--- src/rtl/bin_to_bcd_seq.sv ---
// Sequential double-dabble binary-to-BCD converter: one shift-and-adjust iteration per clock,
// result registered on completion and held until the next conversion finishes.
module bin_to_bcd_seq #(
    parameter int unsigned WIDTH  = 16,
    parameter int unsigned DIGITS = 5
) (
    input  logic                  clk,
    input  logic                  clr,
    input  logic                  start,
    input  logic [WIDTH-1:0]      bin,
    output logic                  busy,
    output logic                  done,
    output logic [4*DIGITS-1:0]   bcd
);

    localparam int unsigned CntW = $clog2(WIDTH + 1);
    localparam int unsigned BcdW = 4 * DIGITS;

    typedef enum logic [0:0] {StIdle, StConv} state_e;

    state_e            state_q, state_d;
    logic [WIDTH-1:0]  shift_q, shift_d;
    logic [BcdW-1:0]   scratch_q, scratch_d;
    logic [CntW-1:0]   cnt_q, cnt_d;
    logic              busy_q, busy_d;
    logic              done_q, done_d;
    logic [BcdW-1:0]   bcd_q, bcd_d;

    logic [BcdW-1:0]   adj;
    logic [BcdW-1:0]   scratch_next;
    logic              last_iter;

    // Every digit is corrected from its pre-shift value, all in parallel.
    always_comb begin
        adj = scratch_q;
        for (int i = 0; i < int'(DIGITS); i++) begin
            if (scratch_q[4*i +: 4] >= 4'd5) begin
                adj[4*i +: 4] = scratch_q[4*i +: 4] + 4'd3;
            end
        end
    end

    assign scratch_next = {adj[BcdW-2:0], shift_q[WIDTH-1]};
    assign last_iter    = (cnt_q == CntW'(WIDTH - 1));

    always_comb begin
        state_d   = state_q;
        shift_d   = shift_q;
        scratch_d = scratch_q;
        cnt_d     = cnt_q;
        busy_d    = busy_q;
        done_d    = 1'b0;
        bcd_d     = bcd_q;

        unique case (state_q)
            StIdle: begin
                busy_d = 1'b0;
                if (start) begin
                    shift_d   = bin;
                    scratch_d = '0;
                    cnt_d     = '0;
                    busy_d    = 1'b1;
                    state_d   = StConv;
                end
            end
            StConv: begin
                scratch_d = scratch_next;
                shift_d   = {shift_q[WIDTH-2:0], 1'b0};
                cnt_d     = cnt_q + CntW'(1);
                // Publish only the finished value so bcd never shows partial sums.
                if (last_iter) begin
                    bcd_d   = scratch_next;
                    done_d  = 1'b1;
                    busy_d  = 1'b0;
                    state_d = StIdle;
                end
            end
            default: begin
                state_d = StIdle;
                busy_d  = 1'b0;
            end
        endcase
    end

    always_ff @(posedge clk) begin
        if (clr) begin
            state_q   <= StIdle;
            shift_q   <= '0;
            scratch_q <= '0;
            cnt_q     <= '0;
            busy_q    <= 1'b0;
            done_q    <= 1'b0;
            bcd_q     <= '0;
        end else begin
            state_q   <= state_d;
            shift_q   <= shift_d;
            scratch_q <= scratch_d;
            cnt_q     <= cnt_d;
            busy_q    <= busy_d;
            done_q    <= done_d;
            bcd_q     <= bcd_d;
        end
    end

    assign busy = busy_q;
    assign done = done_q;
    assign bcd  = bcd_q;

endmodule

--- config.mk ---
export PLATFORM = sky130hd
export DESIGN_NAME = bin_to_bcd_seq
export DESIGN_NICKNAME = d
export VERILOG_FILES = /design/src/rtl/bin_to_bcd_seq.sv
export SDC_FILE = /design/constraint.sdc
export NUM_CORES = 1
export LEC_CHECK = 0
export ABC_AREA = 0
export BUFFER_PORTS_ARGS = -buffer_cell sky130_fd_sc_hd__buf_2
export CAP_MARGIN = 20
export CORE_ASPECT_RATIO = 1.4
export CORE_MARGIN = 4
export CORE_UTILIZATION = 61
export DETAILED_ROUTE_END_ITERATION = 8
export HOLD_SLACK_MARGIN = 0.12
export PLACE_DENSITY = 0.84
export SLEW_MARGIN = 25
export SYNTH_ARGS = -nofsm -noshare
export SYNTH_HDL_FRONTEND = slang
export SYNTH_SLANG_ARGS = --single-unit
--- constraint.sdc ---
create_clock -name clk -period 3.9 [get_ports clk]
set_input_delay 0.975 -clock clk [delete_from_list [all_inputs] [get_ports clk]]
set_output_delay 0.975 -clock clk [all_outputs]
set_load 0.01 [all_outputs]
==> impl_metrics.toml, run 1 <==
[grt]
grt_util_all_layers_pct = 21.9
grt.overflow.total = 0
first_global_vias = 2305
grt_pass1_wl_mm = 10.1
grt_antenna_before_repair = 0
grt_max_degree = 41

[timing]
worst_pin_slew_ns = 0.730
period_share_pct = 52.2
min_period_ns = 2.04
max_freq_mhz = 491
maxSlewHeadroom_pct = 51.1
fin_setup_tns_ns = 0
finalSetupViolations = 0
hold_violations = 0
final.setup_skew_ns = 0.00578
rsz0062_at_grt = "no"
report.final.slew_viol_count = 0
finalWorstSetupSlack_ns = 1.86

[synth]
synthCells = 316
yosysSeqAreaShare_pct = 43.8
yosys.cell_types.count = 33
synth_area_mm2 = 0.00293
syn_nets = 347
avgSynthCellArea_um2 = 9.26
post-synth-top-area-cell = "dfxtp_1"
ys.warnings.count = 0
yosys-top-cells-area = "dfxtp_1 44%, mux2i_1 7.5%, a21oi_1 6.0%"
synth-seq-cells = 64
synth_top_area_share_pct = 43.8

[power_and_ir_drop]
powerDensity_mw_per_mm2 = 400
p_leak_nw = 1.39
irDropWorstVdd_uv = 305
p_total_mw = 1.32

[placement]
hpwl_mm = 3.95
pre_cts_ws_ns = 1.52
port-buffer-count = 40
dpl_cell_area_mm2 = 0.00310
place.gp.congestion = 0.809

[setup_path]
cp-end-kind = "register"
r2r-start = "cnt_q[0]"
critPathRequiredTime_ns = 4.14
crit_type = "in -> reg"
crit_fanout = 36
worstPathArrival_ns = 2.28
startpoint = "clr"
cpPeakStageDelay_ns = 0.51
path_delay_family = "buffers and inverters"
start_kind = "primary input"
path_cells = "buf_2 -> nor2b_4 -> nand2_4 -> inv_4 -> a22o_1"
cp_num_buf_inv = 2
cp_slowest_cell = "buf_2"

[floorplan]
pin_count = 41
die_height_um = 90.0
die_w_um = 66.5
fp.coreArea_mm2 = 0.00457
start_util_pct = 64.0
die_area_mm2 = 0.00599
rows = 29

[finish]
fin_area_mm2 = 0.00330
finalCoreUtilization_pct = 72.2
drive_gt1_share_pct = 22.3
layout.cells.most_common = "dfxtp_1"
final_cell_mix = "63 x dfxtp_1, 40 x buf_2, 36 x nor2_1"
nNetsFinal = 381
antenna_cells = 0
area_delta_synth_final_pct = 12.8

[clock_network]
clock_latency_ns = 0.35
root_buffer = "clkbuf_8"
clk_path_buf_depth = 2
cts_tree = "done"
clock-sinks = 64
numCtsBuffers = 9
clkSlewWorstSetupHoldPaths_ns = 0.08
cts_hold_buf = 0
cts_resized = 0
htree_num_levels = 3
cts_setup_buffers = 0

[route]
drtAntennaViolNets = 0
route.detailed.drc = 0
routedWlPerCell_um = 14.4
drtIter0Drc = 146
via_per_inst = 5.67
drt_pass1_iterations = 4
routed_wl_mm = 5.99
num_vias = 2366

[worst_hold_path]
hp-start = "bcd[15]"
holdCritPathClass = "reg -> reg"

[job]
drv_cap = 0

[status]
status = "complete, no violations"
==> area by class of cell <==
type                    count  area (µm²)
repair buffers             42         215
inverters                  12        47.5
clock inverters             7        72.6
multi-input cells         221        1480
well taps                  62        77.6
flip-flops and latches     64        1280
fillers                   364        1270
clock buffers               9         124
==> layer usage <==
metal  vias up  track usage, %  routed length, µm
li1       1176               -                  -
met1      1112            24.1               2410
met2        65            36.9               3130
met3        13            6.98                312
met4         0            10.5                142
met5         -               0                  0
==> tightest hold or removal path, stage by stage, from the launching register on <==
cell	delay (ns)
dfxtp_1	0.32
nand2_1	0.06
o21ai_2	0.04
==> per-stage QoR <==
stage	hold slack (ns)	cells
finish	0.450	417
global route	0.479	417
CTS	0.456	417
detailed placement	0.440	401
global placement	0.436	401
floorplan	0.454	316
==> sequential cells by signal (all words and copies together) (netlist names) <==
| name | flops |
|---|---|
| cnt_q | 5 |
| busy | 1 |
| shift_q | 16 |
| scratch_q | 20 |
| done | 1 |
| state_q | 1 |
| bcd | 20 |
==> kinds of logic (layout without fill, tap and decap cells) <==
group,count (synthesis),count (layout),share of synthesized area [%]
flip-flops,64,64,43.8
AO/OA/AOI/OAI,87,87,19.4
adder cells (fa/ha/maj),12,12,5.13
multiplexers,23,23,7.91
buffers and inverters,31,70,5.60
XOR/XNOR,5,5,1.50
AND/OR/NAND/NOR,94,94,16.7
==> cells in the mapped netlist <==
library cell,instances
nor3_1,3
nand2b_1,8
ha_1,12
buf_6,2
nand2_1,16
a21oi_2,5
nor3b_1,16
buf_4,4
inv_1,11
o21ai_1,2
o31a_1,1
o21ai_2,10
nand2_4,1
buf_2,12
nand3_1,6
mux2_2,1
and3_1,1
nor2_1,36
inv_4,1
clkbuf_1,1
nor2b_4,1
o41ai_1,1
o21ai_0,15
or4b_1,1
a41oi_1,1
xnor2_1,5
dfxtp_1,64
nand3b_1,2
a21oi_1,35
a22o_1,17
nor2b_1,2
nor3_2,1
mux2i_1,22
==> worst paths after layout <==
kind	to	slack [ns]	cells past startpoint
worst min-delay path	bcd[15]	0.45	2
worst max register to register	bcd[10]	1.93	6
worst max-delay path	bcd[10]	1.86	5
worst min register to register	bcd[15]	0.45	2
==> power by group <==
| part | switching [mW] | total, mW | leakage, nW | internal, mW |
|---|---|---|---|---|
| logic | 0.0465 | 0.0776 | 0.773 | 0.0311 |
| registers | 0.0117 | 0.678 | 0.519 | 0.666 |
| clock network | 0.271 | 0.565 | 0.0952 | 0.294 |
Note: power is estimated with default switching activity, not from simulation.
==> run 2: changes to the inputs <==
Settings changed: CORE_UTILIZATION 61 to 57, PLACE_DENSITY 0.84 to 0.79.
Clock period 3.9 ns to 2.1 ns, I/O delays scaled along.
==> impl_metrics.toml, run 2 (synthesized netlist as in run 1, its figures left out) <==
[route]
num_vias = 2294
via_per_inst = 5.44
drtIter0Drc = 107
drt_pass1_iterations = 4
route.detailed.drc = 0
drtAntennaViolNets = 0
routed_wl_mm = 5.85
routedWlPerCell_um = 13.9

[finish]
layout.cells.most_common = "dfxtp_1"
fin_area_mm2 = 0.00335
antenna_cells = 0
drive_gt1_share_pct = 22.6
multi_input_area_mm2 = 0.00148
final_cell_mix = "63 x dfxtp_1, 40 x buf_2, 36 x nor2_1"
n_fill_cell = 409
finalCoreUtilization_pct = 68.1
nNetsFinal = 384
seq_area_mm2 = 0.00128
area_delta_synth_final_pct = 14.5

[setup_path]
cp-end-kind = "register"
path_cells = "ha_1 -> and3_1 -> ha_1 -> nand2_4 -> inv_4 -> a22o_1"
crit_fanout = 12
cpPeakStageDelay_ns = 0.36
cp_slowest_cell = "dfxtp_1"
critPathRequiredTime_ns = 2.33
start_kind = "register"
crit_type = "reg -> reg"
crit_top_cell = "ha_1"
worstPathArrival_ns = 1.96

[grt]
grt_pass1_wl_mm = 10.0
grt.overflow.total = 0
first_global_vias = 2264
grt_max_degree = 26
gr-usage-met3_pct = 6.43
grt_util_all_layers_pct = 20.9
grt_use_met2_pct = 33.6
top_usage_layer = "met2"
grt_antenna_before_repair = 0
use_met1_pct = 23.4

[clock_network]
clock-sinks = 64
clock_latency_ns = 0.34
clk_path_buf_depth = 2
cts_hold_buf = 0
cts_setup_buffers = 0
htree_num_levels = 3
numCtsBuffers = 9
clkSlewWorstSetupHoldPaths_ns = 0.07
root_buffer = "clkbuf_8"
cts_tree = "done"
cts_resized = 0

[timing]
period_share_pct = 82.5
rsz0062_at_grt = "no"
report.final.slew_viol_count = 0
finalSetupViolations = 0
final.setup_skew_ns = 0.00896
fin_setup_tns_ns = 0
worst_pin_slew_ns = 0.780
min_period_ns = 1.73
max_freq_mhz = 578
hold_violations = 0
maxSlewHeadroom_pct = 47.7

[floorplan]
die_height_um = 92.8
pin_count = 41
fp.coreArea_mm2 = 0.00492
die_w_um = 68.6
rows = 30
die_area_mm2 = 0.00636
start_util_pct = 59.5

[placement]
port-buffer-count = 40
place.gp.congestion = 0.772
hpwl_mm = 4.01
dpl_cell_area_mm2 = 0.00313

[worst_hold_path]
holdCritPathClass = "reg -> reg"

[power_and_ir_drop]
p_leak_nw = 1.41
p_total_mw = 2.58
irDropWorstVdd_uv = 599
powerDensity_mw_per_mm2 = 771

[status]
status = "complete, no violations"

[job]
drv_cap = 0
[run 2: worst paths after layout]
check | from | to | slack [ns] | cells after the start
max reg2reg | cnt_q[0] | bcd[2] | 0.37 | 6
min reg2reg | bcd[12] | bcd[12] | 0.45 | 2
max | cnt_q[0] | bcd[2] | 0.37 | 6
min | bcd[12] | bcd[12] | 0.45 | 2
[run 2: area by class of cell]
type / count / share of cell area, %
Inverter: 12 / 1.42
Sequential cell: 64 / 38.3
Timing Repair Buffer: 45 / 7.09
Clock inverter: 5 / 2.39
Multi-Input combinational cell: 221 / 44.2
Tap cell: 64 / 2.39
Clock buffer: 11 / 4.22
[run 2: metal layers]
metal,vias to the layer above,routed length [µm]
li1,1174,-
met2,49,2900
met3,11,268
met1,1060,2540
met4,0,140
met5,-,0
[run 2: critical path: cells and delay by family (launching register included)]
family                     cells  cell delay [ns]
AOI/OAI and AO/OA              1             0.24
adders and majority gates      2             0.48
buffers and inverters          1             0.11
DFF                            1             0.36
and+or+nand+nor                2             0.42
[run 2: report_power, final]
part           total, mW  internal, mW  switching, mW
Combinational      0.148        0.0619         0.0865
Clock               1.18         0.699          0.476
Sequential          1.26          1.24         0.0215
[run 2: stage by stage]
| stage | hold WS [ns] | setup WS, ns | cells |
|---|---|---|---|
| 2_1_floorplan | 0.454 | 0.582 | 316 |
| 3_3_place_gp | 0.431 | 0.272 | 406 |
| 3_5_place_dp | 0.436 | 0.244 | 406 |
| 4_1_cts | 0.452 | 0.354 | 422 |
| 5_1_grt | 0.454 | 0.256 | 422 |
| 6_report | 0.447 | 0.368 | 422 |
==> run 3: changes to the inputs <==
Clock period 2.1 ns to 1.6 ns, I/O delays scaled along.
==> impl_metrics.toml, run 3 (synthesized netlist as in run 1, its figures left out) <==
[floorplan]
die_w_um = 68.6
pin_count = 41
die_area_mm2 = 0.00636
start_util_pct = 59.5
die_height_um = 92.8
fp.coreArea_mm2 = 0.00492
rows = 30

[grt]
grt.overflow.total = 0
grt_util_all_layers_pct = 21.0
grt_pass1_wl_mm = 10.2
grt_max_degree = 28
first_global_vias = 2368
grt_antenna_before_repair = 0

[setup_path]
start_kind = "register"
worstPathArrival_ns = 1.79
startpoint = "scratch_q[1]"
rr_endpoint = "bcd[2]"
reg2reg_slack_ns = 0.09
cp-end-kind = "register"
crit_type = "reg -> reg"
crit_fanout = 3
critPathRequiredTime_ns = 1.88
endpoint = "bcd[2]"
r2r-start = "scratch_q[1]"
reg2reg_depth = 6

[timing]
worst_pin_slew_ns = 0.358
finalSetupViolations = 0
maxSlewHeadroom_pct = 76.1
hold_violations = 0
final.setup_skew_ns = 0.00397
report.final.slew_viol_count = 0
min_period_ns = 1.51
period_share_pct = 94.3
max_freq_mhz = 663

[route]
via_per_inst = 5.50
routedWlPerCell_um = 14.1
routed_wl_mm = 6.12
drt_pass1_iterations = 4
drtAntennaViolNets = 0
drtIter0Drc = 125
route.detailed.drc = 0
num_vias = 2383

[finish]
layout.cells.most_common = "dfxtp_1"
stdcell_count = 433
final_cell_mix = "60 x dfxtp_1, 40 x buf_2, 36 x nor2_1"
drive_gt1_share_pct = 28.2
antenna_cells = 0
nNetsFinal = 395
finalCoreUtilization_pct = 71.2
area_delta_synth_final_pct = 19.7

[clock_network]
root_buffer = "clkbuf_8"
clkSlewWorstSetupHoldPaths_ns = 0.07
clock_latency_ns = 0.34
clock-sinks = 64
clk_path_buf_depth = 2
numCtsBuffers = 9
htree_num_levels = 3
cts_hold_buf = 0
cts_tree = "done"

[worst_hold_path]
holdPathStages = 3
holdCritPathClass = "in -> reg"

[power_and_ir_drop]
p_leak_nw = 1.46
irDropWorstVdd_uv = 754
powerDensity_mw_per_mm2 = 988

[placement]
hpwl_mm = 4.23
port-buffer-count = 40
dpl.cell_count = 416
place.gp.congestion = 0.805

[job]
drv_cap = 0

[status]
status = "complete, no violations"
## run 3: changes by cell type in the layout (fill, tap and decap cells not counted), moves of 2 or more
cell / previous run / this run
mux2i_2: 0 / 3
ha_1: 12 / 6
buf_4: 5 / 14
mux2i_1: 22 / 19
clkbuf_8: 10 / 12
ha_2: 0 / 6
dfxtp_1: 63 / 60
clkinvlp_4: 2 / 0
dfxtp_2: 1 / 4
## run 3: timing repair
item / CTS / global route
setup buffers: 0 / 0
pin swaps: 0 / 4
setup endpoints to repair: 10 / 25
gates resized for setup: 3 / 15
gates cloned: 1 / 0
## run 3: layout make-up
cell class,count,area (µm²)
Timing Repair Buffer,56,337
Fill cell,376,1420
Multi-Input combinational cell,221,1520
Tap cell,64,80.1
Inverter,12,47.5
Clock inverter,2,60.1
Clock buffer,14,173
Sequential cell,64,1290
## run 3: layer usage
layer  up-vias  global-route usage (%)  part of all wire, %  wire (µm)
li1       1202                       -                    -          -
met1      1124                    24.0                   42       2580
met2        43                    35.6                   52       3180
met3        14                    5.10                  4.1        252
met4         0                    9.62                  1.9        117
met5         -                       0                    0          0
## run 3: per-stage QoR
stage | setup TNS, ns | cell area (µm²) | hold WS (ns) | power (mW) | worst slack (ns)
6_report | 0 | 3500 | 0.356 | 3.46 | 0.0910
5_1_grt | -0.0556 | 3500 | 0.397 | 3.59 | -0.0212
4_1_cts | 0 | 3460 | 0.351 | 3.49 | 0.00883
3_5_place_dp | -0.0194 | 3220 | 0.438 | 1.90 | -0.0194
3_3_place_gp | 0 | 3220 | 0.436 | 1.90 | 0.0905
2_1_floorplan | 0 | 2930 | 0.454 | 1.84 | 0.0815
## run 3: where the power goes
group          switching [mW]  internal, mW  leakage (nW)  total [mW]
sequential             0.0267          1.63         0.520        1.65
clock                   0.575          1.01         0.117        1.58
combinational           0.126        0.0990         0.828       0.226
## run 3: worst min-delay path by stage
stage,from,end,slack [ns]
floorplan,shift_q[9],shift_q[10],0.45
global placement,bcd[8],bcd[8],0.44
detailed placement,bcd[7],bcd[7],0.44
CTS,bin[0],shift_q[0],0.35
global route,bin[0],shift_q[0],0.40
finish,bin[0],shift_q[0],0.36
## run 3: worst max-delay path, stage by stage (launching register included)
cell and delay, ns:
dfxtp_1 0.36, inv_1 0.09, ha_1 0.18, nand2b_1 0.16, a21oi_2 0.21, mux2i_2 0.28, a22o_1 0.16
